### src/rtl/bus_interconnect.sv
`default_nettype none
// ============================================================================
//  Module      : bus_interconnect
//  Description : Registered address decoder and response multiplexer between
//                the CPU data-bus master and N_SLAVES memory-mapped slaves.
//                Each slave owns a base/mask window; unmapped accesses return
//                an error response. Optional macro BUS_TIMEOUT_EN adds a
//                watchdog that errors out accesses a slave never answers.
//  Revision    : 1.0 - initial release
// ============================================================================
module bus_interconnect #(
  parameter int                     N_SLAVES   = 2,
  parameter logic [N_SLAVES*32-1:0] SLAVE_BASE = {32'h4010_0000, 32'h1000_0000},
  parameter logic [N_SLAVES*32-1:0] SLAVE_MASK = {32'hFFFF_0000, 32'hFF00_0000},
  parameter int                     TIMEOUT    = 15
) (
  input  logic                     clk,
  input  logic                     rst,
  input  logic [31:0]              bus_addr,
  input  logic                     bus_re,
  input  logic [3:0]               bus_we,
  output logic [31:0]              bus_rdata,
  output logic                     bus_ready,
  output logic                     bus_err,
  output logic [N_SLAVES-1:0]      slv_ce,
  input  logic [N_SLAVES-1:0]      slv_ready,
  input  logic [N_SLAVES*32-1:0]   slv_rdata
);

  localparam int SEL_W = (N_SLAVES > 1) ? $clog2(N_SLAVES) : 1;

  typedef enum logic [1:0] {
    S_IDLE   = 2'd0,
    S_ACCESS = 2'd1,
    S_RESP   = 2'd2
  } state_t;

  state_t               state;
  logic [SEL_W-1:0]     sel;
  logic                 is_read;
  logic                 req;
  logic [N_SLAVES-1:0]  match;
  logic                 hit;
  logic [SEL_W-1:0]     hit_idx;
  logic [N_SLAVES-1:0]  hit_dec;
  logic                 sel_ready;
  logic [31:0]          sel_rdata;

  assign req = bus_re | (|bus_we);

  // Per-window address comparison
  generate
    for (genvar gi = 0; gi < N_SLAVES; gi++) begin : g_match
      assign match[gi] =
        ((bus_addr & SLAVE_MASK[32*gi +: 32]) == SLAVE_BASE[32*gi +: 32]);
    end
  endgenerate

  // Priority pick of the matching window: scanning downward lets the lowest index win
  always_comb begin
    hit     = 1'b0;
    hit_idx = '0;
    for (int i = N_SLAVES - 1; i >= 0; i--) begin
      if (match[i]) begin
        hit     = 1'b1;
        hit_idx = i[SEL_W-1:0];
      end
    end
  end

  // One-hot chip-enable pattern for the decoded slave
  always_comb begin
    hit_dec = '0;
    for (int i = 0; i < N_SLAVES; i++) begin
      hit_dec[i] = (hit_idx == i[SEL_W-1:0]);
    end
  end

  // Ready and read-data multiplexing from the latched selection
  always_comb begin
    sel_ready = 1'b0;
    sel_rdata = '0;
    for (int i = 0; i < N_SLAVES; i++) begin
      if (sel == i[SEL_W-1:0]) begin
        sel_ready = slv_ready[i];
        sel_rdata = slv_rdata[32*i +: 32];
      end
    end
  end

`ifdef BUS_TIMEOUT_EN
  localparam logic [7:0] TO_LAST = 8'(TIMEOUT - 1);
  logic [7:0] cnt;
`else
  // TIMEOUT is intentionally unused when the watchdog is compiled out
  logic [7:0] unused_timeout;
  assign unused_timeout = 8'(TIMEOUT);
`endif

  // Access sequencer: decode, wait for the slave, produce a one-cycle response
  always_ff @(posedge clk) begin
    if (rst) begin
      state     <= S_IDLE;
      slv_ce    <= '0;
      bus_ready <= 1'b0;
      bus_err   <= 1'b0;
      bus_rdata <= '0;
      sel       <= '0;
      is_read   <= 1'b0;
`ifdef BUS_TIMEOUT_EN
      cnt       <= '0;
`endif
    end else begin
      case (state)
        S_IDLE: begin
          if (req) begin
            if (hit) begin
              sel     <= hit_idx;
              is_read <= bus_re;
              slv_ce  <= hit_dec;
`ifdef BUS_TIMEOUT_EN
              cnt     <= '0;
`endif
              state   <= S_ACCESS;
            end else begin
              bus_err   <= 1'b1;
              bus_rdata <= '0;
              bus_ready <= 1'b1;
              state     <= S_RESP;
            end
          end
        end
        S_ACCESS: begin
          // Ready takes priority over an expiring watchdog
          if (sel_ready) begin
            bus_rdata <= is_read ? sel_rdata : 32'h0;
            bus_err   <= 1'b0;
            bus_ready <= 1'b1;
            slv_ce    <= '0;
            state     <= S_RESP;
          end
`ifdef BUS_TIMEOUT_EN
          else if (cnt == TO_LAST) begin
            bus_rdata <= '0;
            bus_err   <= 1'b1;
            bus_ready <= 1'b1;
            slv_ce    <= '0;
            state     <= S_RESP;
          end else begin
            cnt <= cnt + 8'd1;
          end
`endif
        end
        S_RESP: begin
          bus_ready <= 1'b0;
          bus_err   <= 1'b0;
          state     <= S_IDLE;
        end
        default: begin
          slv_ce    <= '0;
          bus_ready <= 1'b0;
          bus_err   <= 1'b0;
          state     <= S_IDLE;
        end
      endcase
    end
  end

endmodule
`default_nettype wire

### config.mk
export PLATFORM = sky130hd
export DESIGN_NAME = bus_interconnect
export DESIGN_NICKNAME = d
export VERILOG_FILES = /design/src/rtl/bus_interconnect.sv
export SDC_FILE = /design/constraint.sdc
export NUM_CORES = 1
export LEC_CHECK = 0
export ABC_CLOCK_PERIOD_IN_PS = 2150
export CAP_MARGIN = 10
export CORE_MARGIN = 3
export CORE_UTILIZATION = 36
export DETAILED_ROUTE_END_ITERATION = 6
export PLACE_DENSITY = 0.83
export SLEW_MARGIN = 15
export SYNTH_ARGS = -nofsm -noshare
export SYNTH_HDL_FRONTEND = slang
export SYNTH_SLANG_ARGS = --single-unit
### constraint.sdc
create_clock -name clk -period 2.15 [get_ports clk]
set_clock_uncertainty 0.15 [all_clocks]
set_input_delay 0.215 -clock clk [delete_from_list [all_inputs] [get_ports clk]]
set_output_delay 0.215 -clock clk [all_outputs]
set_load 0.03 [all_outputs]
# Yosys cells after proc, flatten, opt, wreduce, memory -nomap -nowiden
# Cells that the tools add are included.
totals:
  ff_bits: 40
  input_bits: 105
  out_inout_bits: 36
  wordCells: 50
op_classes:
  n_eq_ne: 8
  n_mux: 24
  bitwise: 3
  n_reduce_logical: 8
op_table:
  columns: ["operator", "count"]
  rows:
  - ["32-bit 2-to-1 mux", 5]
  - ["32-bit one-hot mux with 2 select lines", 1]
  - ["16-bit by 15-bit == test with 1-bit output (second input constant)", 1]
  - ["2-bit 2-to-1 mux", 6]
  - ["8-bit by 5-bit == test with 1-bit output (second input constant)", 1]
  - ["1-bit 2-to-1 mux", 8]
  - ["2-bit != test (second input constant)", 4]
  - ["4-bit AND reduction", 2]
  - ["2-bit one-hot mux with 3 select lines", 1]
  - ["3-bit AND reduction", 2]
  - ["1-bit one-hot mux with 2 select lines", 2]
  - ["2-bit one-hot mux with 2 select lines", 1]
  - ["4-bit OR reduction", 1]
  - ["2-bit by 1-bit == test with 1-bit output (second input constant)", 1]
  - ["2-bit == test (second input constant)", 1]
  - ["2-bit logical NOT", 1]
  - ["1-bit inverter", 2]
  - ["2-bit AND reduction", 1]
  - ["2-bit nonzero test", 1]
  - ["1-bit OR", 1]

# Longest topological paths before layout
# Gate-level depths: netlist of run 1.
depth:
  word_depth: 7
  depth_mapped: 6
  mapped_depth_nobuf: 4

# Worst setup path before layout of run 1
# No wires, ideal clock.
synth_timing:
  kind: "register -> register"
  startpoint: "register sel"
  endpoint: "register bus_rdata[19]"
  setup_time_ns: 0.071
  arrival_ns: 1.472
  required_ns: 1.929
  setup_slack_ns: 0.457
  stages_incl_launch_ff: 7
  n_path_buf: 2
  synth_period_minus_slack_ns: 1.693
  cell_sequence: "dfxtp_1 -> buf_4 -> mux2i_1 -> a2111o_1 -> buf_2 -> o22ai_1 -> o21bai_1"
synth_via:
  elab_chain_cells: 4
  elab_cells_between_ends: 7
  classes_between: "eq/ne (1); mux (5); reduce/logical (1)"
synth_rtl:
  columns: ["element", "line", "text"]
  rows:
  - ["from (decl)", "39", "logic [SEL_W-1:0] sel;"]
  - ["from (signal assigned)", "118", "sel <= hit_idx;"]
  - ["32-bit 2-to-1 mux", "84", "if (sel == i[SEL_W-1:0]) begin"]
  - ["32-bit 2-to-1 mux", "136", "bus_rdata <= is_read ? sel_rdata : 32'h0;"]
  - ["32-bit 2-to-1 mux", "135", "if (sel_ready) begin"]
  - ["32-bit one-hot mux with 2 select lines", "114", "case (state)"]
  - ["to (signal assigned)", "136", null]
  - ["to (decl)", "22", "output logic [31:0] bus_rdata,"]
# Parallel ways exist; a longest one is shown, timed or not. The select of a mux whose other input is x is not followed.
# A chain may end at the register's enable or synchronous reset.

# Worst setup path after layout of run 1
layout_timing:
  startpoint: "input port bus_addr[21]"
  endpoint: "register slv_ce[0]"
layout_via:
  elab_chain_cells: 7
  elab_cells_between_ends: 10
  classes_between: "eq/ne (2); mux (6); bitwise (1); reduce/logical (1)"
layout_rtl:
  columns: ["element", "line", "text"]
  rows:
  - ["from (decl)", "19", "input logic [31:0] bus_addr,"]
  - ["16-bit by 15-bit == test with 1-bit output (*)", "55", "((bus_addr & SLAVE_MASK[32*gi +: 32]) == SLAVE_BASE[32*gi +: 32]);"]
  - ["1-bit 2-to-1 mux (*)", "64", "if (match[i]) begin"]
  - ["1-bit 2-to-1 mux", "64", null]
  - ["1-bit inverter", "75", "hit_dec[i] = (hit_idx == i[SEL_W-1:0]);"]
  - ["2-bit 2-to-1 mux", "117", "if (hit) begin"]
  - ["2-bit 2-to-1 mux", "116", "if (req) begin"]
  - ["2-bit one-hot mux with 3 select lines", "114", null]
  - ["to (signal assigned)", "120", "slv_ce <= hit_dec;"]
  - ["to (decl)", "25", "output logic [N_SLAVES-1:0] slv_ce,"]
# Every way passes the cells marked *; elsewhere a longest branch is shown, timed or not. The select of a mux whose other input is x is not followed.

==> results.md, run 1 <==
- Run status: finished, final reports clean
- Synthesis Warnings: 0
- Kind of capture point of the worst setup path: flip-flop
- CTS-repair resized insts: 0
- Final hold violation count: 0
- Final core area utilization: 64.5%
- Number of maximum-capacitance violations: 0
- Max transition margin: 70.0%
- Initial drt markers: 49
- Cts bufs inserted: 5
- Initial DRT Pass Iterations: 4
- Worst VDD drop: 0.272 mV
- Biggest cell delay along the critical path: approximately 430 ps
- Pleak: 1.21 nW
- Post-synthesis cell type count: 35
- First-pass GRT wire length: 10800 um
- Master cell of the clock root buffer: sky130_fd_sc_hd__clkbuf_8
- Cell count of the worst reg-to-reg path: 5
- Maximum buffer depth of the clock tree: 2
- Worst setup endpoint: slv_ce[0]
- Maximum number of pins on one net before global-route repair: 44
- Clk sinks: 40
- Worst setup slack for register-to-register paths: 420 ps
- Clock tree from TritonCTS: done
- # port buffers: 124
- Residual DRC: 0
- Cells after synthesis: 239
- WP data arrival: between 1500 and 2000 ps
- Reg-to-reg startpoint: state[0]
- Net Count, Synth: 344
- Vias in the first global route: 2337
- H-tree level count: 2
- Synthesized area: approximately 0.0022 mm^2
- Number of setup buffers added after CTS: 0
- Final slew viol count: 0
- Final Wtd Congestion: roughly 0.88
- Initial core utilization: 38.4%
- Ratio of cells with drive above 1 in the final layout: 7.10%
- Number of vias per cell after detailed routing: ~5.3
- Most instantiated cells after synthesis: sky130_fd_sc_hd__dfxtp_1 (40), sky130_fd_sc_hd__nand2b_1 (36), sky130_fd_sc_hd__mux2i_1 (33), sky130_fd_sc_hd__o22ai_1 (33), sky130_fd_sc_hd__o21bai_1 (32)
- Slew of the pin with the lowest slew margin: 446 ps
- Required @ worst endpoint: around 2200 ps
- Antenna cell count: 0
- Power density over the cells: 419 mW/mm^2
- Detailed placement HPWL: 4970 um
- Core region area: 0.00568 mm^2
- Worst hold slack across all endpoints: 322 ps
- PnR Total Power: 0.00154 W
- Per-cell routed wire length: around 15 um
- Highest clock rate: 564 MHz
- Number of nets at the end of the flow: 470
- Cell types occupying the most area after synthesis: sky130_fd_sc_hd__dfxtp_1 (37%), sky130_fd_sc_hd__mux2i_1 (15%), sky130_fd_sc_hd__o21bai_1 (11%)
- Synth area leader: sky130_fd_sc_hd__dfxtp_1
- Clock input transition at the sequential cells of the worst setup and hold paths: 80 ps
- Number of placement rows: 27
- Cell Chain, Critical Path: clkdlybuf4s50_1 > nor4b_1 > a31oi_1 > o31ai_1 > a311oi_1
- Worst Hold Class: reg -> reg
- Final routed wirelength across all metal layers: 6460 um
- Die Footprint: 0.00703 mm^2
- Post-layout minimum cycle time: 1770 ps
- Unrepaired setup endpoints after global routing: false
- Total vias in the final route: 2316
- Sum of overflow across all layers after global routing: 0
- Setup slack of the critical path after layout: about 380 ps
- Standard cell with the maximum stage delay on the critical path: sky130_fd_sc_hd__o31ai_1
- Number of synthesized flops with an enable pin: 0
- Top-Level Pins: 141
- Summed negative setup slack over all endpoints: 0 ps
- Clock insertion delay at the later pin of the skew report: about 280 ps
- Final ANT Viol Nets: 0
- Final Setup Violations: 0
- Post-placement worst setup slack: 61.0 ps
- Fraction of post-synthesis cell area in the top cell type by area: 36.7%
- Flop and latch count out of synthesis: 40
- Startpoint type of the worst setup path: input port
- Post-synth ARST share: 0%
- Fraction of the yosys area taken by sequential cells: 36.7%
- GRT Overall Usage: a little under a fifth
- Post-Synthesis Mean Instance Area: between 9 and 10 um^2
- DIE WIDTH: 83.8 um
- Antenna violations before repair: 0
- Post-CTS Hold Fix Bufs: 0
- Max FO, Critical Path: 4
- Most common flop cell mapped by yosys: sky130_fd_sc_hd__dfxtp_1
- Area growth from synthesis to layout: 67.9%
- Most instantiated library cell after synthesis: sky130_fd_sc_hd__dfxtp_1
- Fraction of the cycle the final worst path needs: 82.5%
- Height of the die: around 84 um
- Setup crit start: bus_addr[21]
- Type of the setup path with the least slack: in -> reg
- End of the worst register-to-register path: bus_rdata[31]
- Fillers: 512
[power breakdown]
group	internal, W	switching [W]	leakage [nW]
clock	0.000256	0.000253	0.0510
sequential	0.000745	0.00000390	0.324
combinational	0.000192	0.0000855	0.832
total	0.00119	0.000342	1.21
[metal layers]
metal	wire (um)	track usage, %	up-vias
met5	0	0	-
met4	36	3.65	0
met3	373	4.84	5
li1	-	-	1152
met1	2560	20.2	1093
met2	3490	34.9	66
[per-stage QoR]
| stage | instances | cell area, um^2 |
|---|---|---|
| final | 438 | 3660 |
| after global routing | 438 | 3660 |
| after CTS | 438 | 3660 |
| after detailed placement | 430 | 3570 |
| after global placement | 430 | 3570 |
| after floorplan | 239 | 2180 |
[state kept, by name, indices dropped and copies added (netlist names)]
signal,flops
is_read,1
bus_ready,1
bus_err,1
bus_rdata,32
sel,1
slv_ce,2
state,2
[worst min path at each step]
stage                      to      start  cells after the start
floorplan             is_read     bus_re                      2
global placement    bus_ready  bus_ready                      2
detailed placement  bus_ready  bus_ready                      2
CTS                 bus_ready  bus_ready                      2
global route        bus_ready  bus_ready                      2
finish              bus_ready  bus_ready                      2
[cells by family (layout without fill, tap and decap cells)]
family | count (synthesis) | count (layout) | share of synthesized area, %
flip-flops | 40 | 40 | 36.7
AO/OA/AOI/OAI | 87 | 87 | 28.3
multiplexers | 33 | 33 | 15.1
buffers and inverters | 22 | 149 | 4.13
AND/OR/NAND/NOR | 57 | 57 | 15.7
[worst max-delay path, delay by kind of cell]
family / cells / cell delay (ps)
AO/OA/AOI/OAI: 3 / 800
buffers and inverters: 1 / 400
AND/OR/NAND/NOR: 1 / 340
[placed cells by master, fill, tap and decap left out, types with 2 or more instances in the layout]
master | netlist | routed
sky130_fd_sc_hd__o211ai_1 | 2 | 2
sky130_fd_sc_hd__dfxtp_1 | 40 | 39
sky130_fd_sc_hd__nand2_1 | 2 | 2
sky130_fd_sc_hd__o22ai_1 | 33 | 33
sky130_fd_sc_hd__clkinv_2 | 0 | 2
sky130_fd_sc_hd__nor4_1 | 2 | 2
sky130_fd_sc_hd__nor2b_1 | 2 | 2
sky130_fd_sc_hd__o32ai_1 | 3 | 3
sky130_fd_sc_hd__buf_4 | 1 | 12
sky130_fd_sc_hd__nand2b_1 | 36 | 36
sky130_fd_sc_hd__inv_1 | 3 | 3
sky130_fd_sc_hd__o21bai_1 | 32 | 32
sky130_fd_sc_hd__a311oi_1 | 2 | 2
sky130_fd_sc_hd__a31oi_1 | 3 | 3
sky130_fd_sc_hd__mux2i_1 | 33 | 33
sky130_fd_sc_hd__buf_12 | 0 | 2
sky130_fd_sc_hd__clkbuf_8 | 0 | 6
sky130_fd_sc_hd__nand3_1 | 3 | 3
sky130_fd_sc_hd__a21oi_1 | 3 | 2
sky130_fd_sc_hd__and3_1 | 2 | 2
sky130_fd_sc_hd__nor2_1 | 4 | 4
sky130_fd_sc_hd__clkdlybuf4s50_1 | 0 | 124
[layout make-up]
type	count	area [um^2]	share of cell area [%]
Timing Repair Buffer	138	1370	37.5
Multi-Input combinational cell	177	1290	35.3
Sequential cell	40	802	21.9
Tap cell	72	90.1	2.46
Clock buffer	6	82.6	2.26
Inverter	3	11.3	0.308
Clock inverter	2	10.0	0.273
(Power assumes the default switching activity.)
==> run 2, diff against run 1 <==
--- a/config.mk
+++ b/config.mk
@@ -5,7 +5,7 @@
 export SDC_FILE = /design/constraint.sdc
 export NUM_CORES = 1
 export LEC_CHECK = 0
-export ABC_CLOCK_PERIOD_IN_PS = 2150
+export ABC_CLOCK_PERIOD_IN_PS = 1750
 export CAP_MARGIN = 10
 export CORE_MARGIN = 3
 export CORE_UTILIZATION = 36
==> constraint.sdc (replaced) <==
create_clock -name clk -period 1.75 [get_ports clk]
set_clock_uncertainty 0.15 [all_clocks]
set_input_delay 0.175 -clock clk [delete_from_list [all_inputs] [get_ports clk]]
set_output_delay 0.175 -clock clk [all_outputs]
set_load 0.03 [all_outputs]
==> run 2 against run 1 <==
Against the previous run:
- routed wire length increased by 3.9%
- via count rose by 0.99%
- critical path depth unchanged
- worst hold slack gained 9.9 ps
- sequential share of layout area fell by 0.62 points
- non-clock buffer count is 10 higher
- setup slack got worse by 310 ps
- flip-flop and latch count did not move
- clock power rose by 23%
- register-to-register slack worse by 330 ps
- first-iteration DRC count is 45% higher
- largest cell class unchanged
- highest routed layer unchanged
==> results.md, run 2 (synthesized netlist as in run 1, its figures left out) <==
- Detailed placement HPWL: 5150 um (+3.6%)
- Clock tree from TritonCTS: done
- Cell count of the worst reg-to-reg path: 5 (unchanged)
- Master cell of the clock root buffer: sky130_fd_sc_hd__clkbuf_8
- Standard cell with the maximum stage delay on the critical path: sky130_fd_sc_hd__or4_1
- Die Footprint: 0.00703 mm^2 (unchanged)
- Max transition margin: 75.6% (+5.6 points)
- Largest registers: bus_rdata (32), slv_ce (2), state (2)
- Number of maximum-capacitance violations: 0 (unchanged)
- Run status: finished, final reports clean
- Final Wtd Congestion: 0.866 (-2.1%)
- Worst VDD drop: 0.377 mV (+38%)
- Power density over the cells: 505 mW/mm^2 (+20%)
- Maximum buffer depth of the clock tree: 2 (unchanged)
- Per-cell routed wire length: 15.0 um (+1.6%)
- Ratio of cells with drive above 1 in the final layout: 11.4% (+4.3 points)
- Final slew viol count: 0 (unchanged)
- Reg-to-reg startpoint: sel
- Startpoint type of the worst setup path: input port
- Final hold violation count: 0 (unchanged)
- Cts bufs inserted: 5 (unchanged)
- Initial core utilization: 38.4% (unchanged)
- Pleak: 1.26 nW (+4.3%)
- Max FO, Critical Path: 3 (-1)
- Summed area of non-filler cells in the final layout: 0.00377 mm^2 (+2.9%)
- Highest clock rate: 593 MHz
- Type of the setup path with the least slack: in -> reg
- Height of the die: 83.8 um (unchanged)
- Core region area: 0.00568 mm^2 (unchanged)
- Worst setup slack for register-to-register paths: 90 ps (-330 ps)
- Maximum number of pins on one net before global-route repair: 44 (unchanged)
- Number of stages on the worst setup path: 5 (unchanged)
- Total vias in the final route: 2339 (+0.99%)
- Top-Level Pins: 141 (unchanged)
- PnR Total Power: 0.00190 W (+24%)
- End of the worst register-to-register path: bus_rdata[21]
- Clk sinks: 40 (unchanged)
- Worst setup endpoint: bus_err
- Initial drt markers: 71 (+45%)
- Number of vias per cell after detailed routing: 5.22 (-1.3%)
- Required @ worst endpoint: 1750 ps (-400 ps)
- Post-layout minimum cycle time: 1690 ps
- Worst Hold Class: reg -> reg
- Slew of the pin with the lowest slew margin: 365 ps (-80.5 ps)
- Sum of overflow across all layers after global routing: 0 (unchanged)
- Number of nets at the end of the flow: 480 (+2.1%)
- Commonest cells after routing, fill and taps aside: sky130_fd_sc_hd__clkdlybuf4s50_1 (124), sky130_fd_sc_hd__dfxtp_1 (39), sky130_fd_sc_hd__nand2b_1 (36)
- Final ANT Viol Nets: 0 (unchanged)
- Top reg by flops: bus_rdata
- Vias in the first global route: 2437 (+4.3%)
- First-pass GRT wire length: 10900 um (+0.84%)
- Initial DRT Pass Iterations: 4 (unchanged)
- Cell Chain, Critical Path: clkdlybuf4s50_1 > or4_1 > o31ai_2 > buf_4 > o32ai_1
- Number of placement rows: 27 (unchanged)
- Final core area utilization: 66.4% (+1.9 points)
- Final routed wirelength across all metal layers: 6710 um (+3.9%)
- Most common library cell in the layout ignoring fill and taps: sky130_fd_sc_hd__clkdlybuf4s50_1
- WP data arrival: 1680 ps (-90 ps)
- H-tree level count: 2 (unchanged)
- DIE WIDTH: 83.8 um (unchanged)
- Kind of capture point of the worst setup path: flip-flop
- Clock insertion delay at the later pin of the skew report: 280 ps (about the same)
- Final Setup Violations: 0 (unchanged)
- # port buffers: 124 (unchanged)
- Fillers: 487 (-4.9%)
- GRT Overall Usage: 18.4% (+0.047 points)
- Antenna violations before repair: 0 (unchanged)
- Cell family contributing the most delay on the critical path: buffers and inverters
- Clock input transition at the sequential cells of the worst setup and hold paths: 70 ps (about the same)
- Fraction of the cycle the final worst path needs: between 90% and 100%
- Placement Cell Area: 0.00361 mm^2 (+1.2%)
- Area growth from synthesis to layout: 72.7%
- Biggest cell delay along the critical path: 550 ps (+120 ps)
- Largest register FFs: 32 (unchanged)
- Antenna cell count: 0 (unchanged)
- Residual DRC: 0 (unchanged)
- Count of buffering cells on the critical path with inverters included: 2 (+1)
- Setup crit start: bus_addr[25]
- Post-CTS Hold Fix Bufs: 0 (unchanged)
[run 2: cell count changes in the layout (fill, tap and decap cells not counted), sizes merged]
cell,delta
buf,+10
[run 2: how the worst min path moves through the flow]
stage	start	end	slack, ps	cells past startpoint
CTS	bus_ready	bus_ready	340	2
finish	bus_ready	bus_ready	330	2
global placement	bus_ready	bus_ready	310	2
floorplan	bus_re	is_read	190	2
global route	bus_ready	bus_ready	360	2
detailed placement	bus_ready	bus_ready	330	2
[run 2: metal layers]
layer	up-vias	global-route usage, %	wire (um)
met4	0	4.82	104
li1	1172	-	-
met5	-	0	0
met2	72	34.6	3550
met1	1084	19.8	2670
met3	11	5.33	387
[run 2: what timing repair did]
item                       CTS  global route
buffers inserted             0             1
gates resized for setup      0            11
setup endpoints to repair    0            38
[run 2: cell type report]
class / instances / area, um^2 / share of cell area [%]
Timing Repair Buffer: 148 / 1430 / 38.0
Multi-Input combinational cell: 177 / 1340 / 35.5
Sequential cell: 40 / 802 / 21.3
Tap cell: 72 / 90.1 / 2.39
Clock buffer: 6 / 82.6 / 2.19
Inverter: 3 / 11.3 / 0.299
Clock inverter: 2 / 10.0 / 0.266
[run 2: worst min-delay path, delay by kind of cell, from the launching register on]
family / cells / cell delay (ps)
flops: 1 / 320
compound gates: 1 / 70
buf+inv: 1 / 50
[run 2: metrics by stage]
step	hold slack (ps)	instances	TNS [ps]	setup slack, ps
3_5_place_dp	326	439	-7490	-262
4_1_cts	338	447	0	33.7
5_1_grt	360	448	-548	-42.1
6_report	332	448	0	62.7
3_3_place_gp	314	439	-5970	-171
2_1_floorplan	188	239	0	56.7
[run 2: power breakdown]
group | internal, W | leakage [nW] | switching (W) | total (W)
logic | 0.000245 | 0.884 | 0.000114 | 0.000359
registers | 0.000915 | 0.324 | 0.00000512 | 0.000920
clock network | 0.000315 | 0.0510 | 0.000310 | 0.000624
==> run 3, diff against run 2 <==
--- a/config.mk
+++ b/config.mk
@@ -11,6 +11,7 @@
 export CORE_UTILIZATION = 36
 export DETAILED_ROUTE_END_ITERATION = 6
 export PLACE_DENSITY = 0.83
+export SETUP_SLACK_MARGIN = 0.2
 export SLEW_MARGIN = 15
 export SYNTH_ARGS = -nofsm -noshare
 export SYNTH_HDL_FRONTEND = slang
==> constraint.sdc (replaced) <==
create_clock -name clk -period 1.75 [get_ports clk]
set_clock_uncertainty 0.15 [all_clocks]
set_input_delay 0.2625 -clock clk [delete_from_list [all_inputs] [get_ports clk]]
set_output_delay 0.2625 -clock clk [all_outputs]
set_load 0.03 [all_outputs]
==> run 3 against run 2 <==
Against the previous run:
- first-iteration DRC count grew 9.9%
- register-to-register slack lost 80 ps
- clock-buffer cell count grew 1
- non-clock buffer count grew 14
- global-route usage grew 1.7 points
- worst hold slack gained 1.7 ps
- die area is the same
- critical path depth is the same
- total power grew 12%
- maximum frequency shrank 3.0%
- cell area grew 7.6%
- largest power group unchanged
==> results.md, run 3 (synthesized netlist as in run 1, its figures left out) <==
- Clk sinks: 40 (unchanged)
- Post-placement worst setup slack: -379 ps (-117 ps)
- Cell count of the worst reg-to-reg path: 5 (unchanged)
- Worst hold slack across all endpoints: 334 ps (+1.66 ps)
- Clock tree from TritonCTS: done
- Worst setup slack for register-to-register paths: 10 ps (-80 ps)
- Biggest cell delay along the critical path: 550 ps (about the same)
- Unrepaired setup endpoints after global routing: true
- Top reg by flops: bus_rdata
- Type of the setup path with the least slack: reg -> reg
- Final Setup Violations: 0 (unchanged)
- Run status: finished, final reports clean
- Residual DRC: 0 (unchanged)
- Post-placement cell count: 438 (-0.23%)
- Setup slack of the critical path after layout: 10.0 ps (-52.7 ps)
- Final ANT Viol Nets: 0 (unchanged)
- First-pass GRT wire length: 11700 um (+7.5%)
- Commonest cells after routing, fill and taps aside: sky130_fd_sc_hd__clkdlybuf4s50_1 (69), sky130_fd_sc_hd__dlygate4sd2_1 (44), sky130_fd_sc_hd__dfxtp_1 (39)
- Worst setup endpoint: bus_rdata[10]
- Max FO, Critical Path: 6 (+3)
- Post-layout minimum cycle time: 1740 ps (+52.7 ps)
- Final routed wirelength across all metal layers: 7510 um (+12%)
- Die Footprint: 0.00703 mm^2 (unchanged)
- Summed negative setup slack over all endpoints: 0 ps (unchanged)
- Area growth from synthesis to layout: 85.9%
- Max transition margin: 78.0% (+2.3 points)
- End of the worst register-to-register path: bus_rdata[10]
- Antenna cell count: 0 (unchanged)
- WP data arrival: 1800 ps (+120 ps)
- Detailed placement HPWL: 5090 um (-1.1%)
- Clock input transition at the sequential cells of the worst setup and hold paths: 80 ps (about the same)
- DIE WIDTH: 83.8 um (unchanged)
- Sum of overflow across all layers after global routing: 0 (unchanged)
- Worst Hold Class: reg -> reg
- Height of the die: 83.8 um (unchanged)
- GRT Overall Usage: 20.1% (+1.7 points)
- Cell Chain, Critical Path: mux2i_2 > a2111o_2 > buf_6 > o22ai_2 > o21bai_1
- Vias in the first global route: 2518 (+3.3%)
- Slew of the pin with the lowest slew margin: 332 ps (-33.7 ps)
- Total vias in the final route: 2410 (+3.0%)
- Initial drt markers: 78 (+9.9%)
- Largest register FFs: 32 (unchanged)
- Startpoint of the worst hold path: bus_ready
- H-tree level count: 2 (unchanged)
- Cts bufs inserted: 5 (unchanged)
- Final core area utilization: 71.5% (+5.1 points)
- Largest registers: bus_rdata (32), slv_ce (2), state (2)
- # port buffers: 124 (unchanged)
- Ratio of cells with drive above 1 in the final layout: 24.4% (+13 points)
- Post-CTS Hold Fix Bufs: 0 (unchanged)
- Standard cell with the maximum stage delay on the critical path: sky130_fd_sc_hd__a2111o_2
- Fillers: 466 (-4.3%)
- Worst VDD drop: 0.407 mV (+8.0%)
- Required @ worst endpoint: 1810 ps (+60 ps)
- Fraction of the cycle the final worst path needs: 99.4% (+3.0 points)
- Highest clock rate: 575 MHz (-3.0%)
- Maximum number of pins on one net before global-route repair: 39 (-11%)
- Maximum buffer depth of the clock tree: 2 (unchanged)
- Startpoint type of the worst setup path: flip-flop
- Per-cell routed wire length: 16.2 um (+8.4%)
- Most common library cell in the layout ignoring fill and taps: sky130_fd_sc_hd__clkdlybuf4s50_1
- Number of vias per cell after detailed routing: 5.22 (about the same)
- Number of nets at the end of the flow: 494 (+2.9%)
- Number of placement rows: 27 (unchanged)
- Final slew viol count: 0 (unchanged)
- Kind of capture point of the worst setup path: flip-flop
- Final hold violation count: 0 (unchanged)
- Power density over the cells: 523 mW/mm^2 (+3.6%)
- Initial DRT Pass Iterations: 4 (unchanged)
- Clock insertion delay at the later pin of the skew report: 280 ps (about the same)
- Top-Level Pins: 141 (unchanged)
- Number of maximum-capacitance violations: 0 (unchanged)
- Filler-free cell count of the finished design: 462 (+3.1%)
- Reg-to-reg startpoint: sel
- Final Wtd Congestion: 0.869 (+0.35%)
- Master cell of the clock root buffer: sky130_fd_sc_hd__clkbuf_8
- Core region area: 0.00568 mm^2 (unchanged)
- Pleak: 1.58 nW (+25%)
- Initial core utilization: 38.4% (unchanged)
- Setup crit start: sel
- Antenna violations before repair: 0 (unchanged)
[run 3: cell types whose count changed in the layout (fill, tap and decap cells not counted), sizes merged]
cell | before | now
clkdlybuf4s15 | 0 | 4
dlygate4sd2 | 0 | 44
bufinv | 0 | 1
clkdlybuf4s50 | 124 | 69
clkinv | 2 | 0
dlymetal6s2s | 0 | 1
clkbuf | 6 | 13
buf | 24 | 38
[run 3: how the worst min path moves through the flow]
stage,end,slack (ps),cells after the start
CTS,bus_ready,330,2
global route,bus_ready,350,2
detailed placement,bus_ready,320,2
global placement,bus_ready,320,2
finish,bus_ready,330,2
floorplan,is_read,280,2
[run 3: per-stage QoR]
step / power [W] / cell area (um^2)
6_report: 0.00212 / 4060
3_3_place_gp: 0.00128 / 3610
5_1_grt: 0.00220 / 4060
2_1_floorplan: 0.00104 / 2210
4_1_cts: 0.00210 / 3840
3_5_place_dp: 0.00129 / 3610
[run 3: where the power goes]
part | internal [W] | switching [W]
Sequential | 0.000915 | 0.00000581
Combinational | 0.000244 | 0.000136
Clock | 0.000503 | 0.000319
[run 3: timing repair]
action | in CTS | in global routing
pin swaps | 21 | 17
cloned | 3 | 1
gates resized for setup | 76 | 52
setup buffers | 6 | 6
setup endpoints to repair | 76 | 39
[run 3: routing by layer]
| metal | wire length, um | vias up | track usage, % |
|---|---|---|---|
| met5 | 0 | - | 0 |
| met3 | 533 | 10 | 6.22 |
| li1 | - | 1197 | - |
| met1 | 2990 | 1116 | 22.6 |
| met2 | 3900 | 87 | 36.3 |
| met4 | 87 | 0 | 5.41 |
[run 3: worst max-delay path, delay by kind of cell, from the launching register on]
family                 cells  cell delay [ps]
multiplexers               1              170
flip-flops                 1              330
buffers and inverters      1              190
AO/OA/AOI/OAI              3              830
[run 3: layout make-up]
cell class | count | area [um^2] | area share, %
inverters | 3 | 11.3 | 0.278
multi-input cells | 177 | 1540 | 38.0
well taps | 72 | 90.1 | 2.22
flip-flops and latches | 40 | 802 | 19.8
clock buffers | 7 | 96.3 | 2.38
repair buffers | 162 | 1480 | 36.6
clock inverters | 1 | 30.0 | 0.741
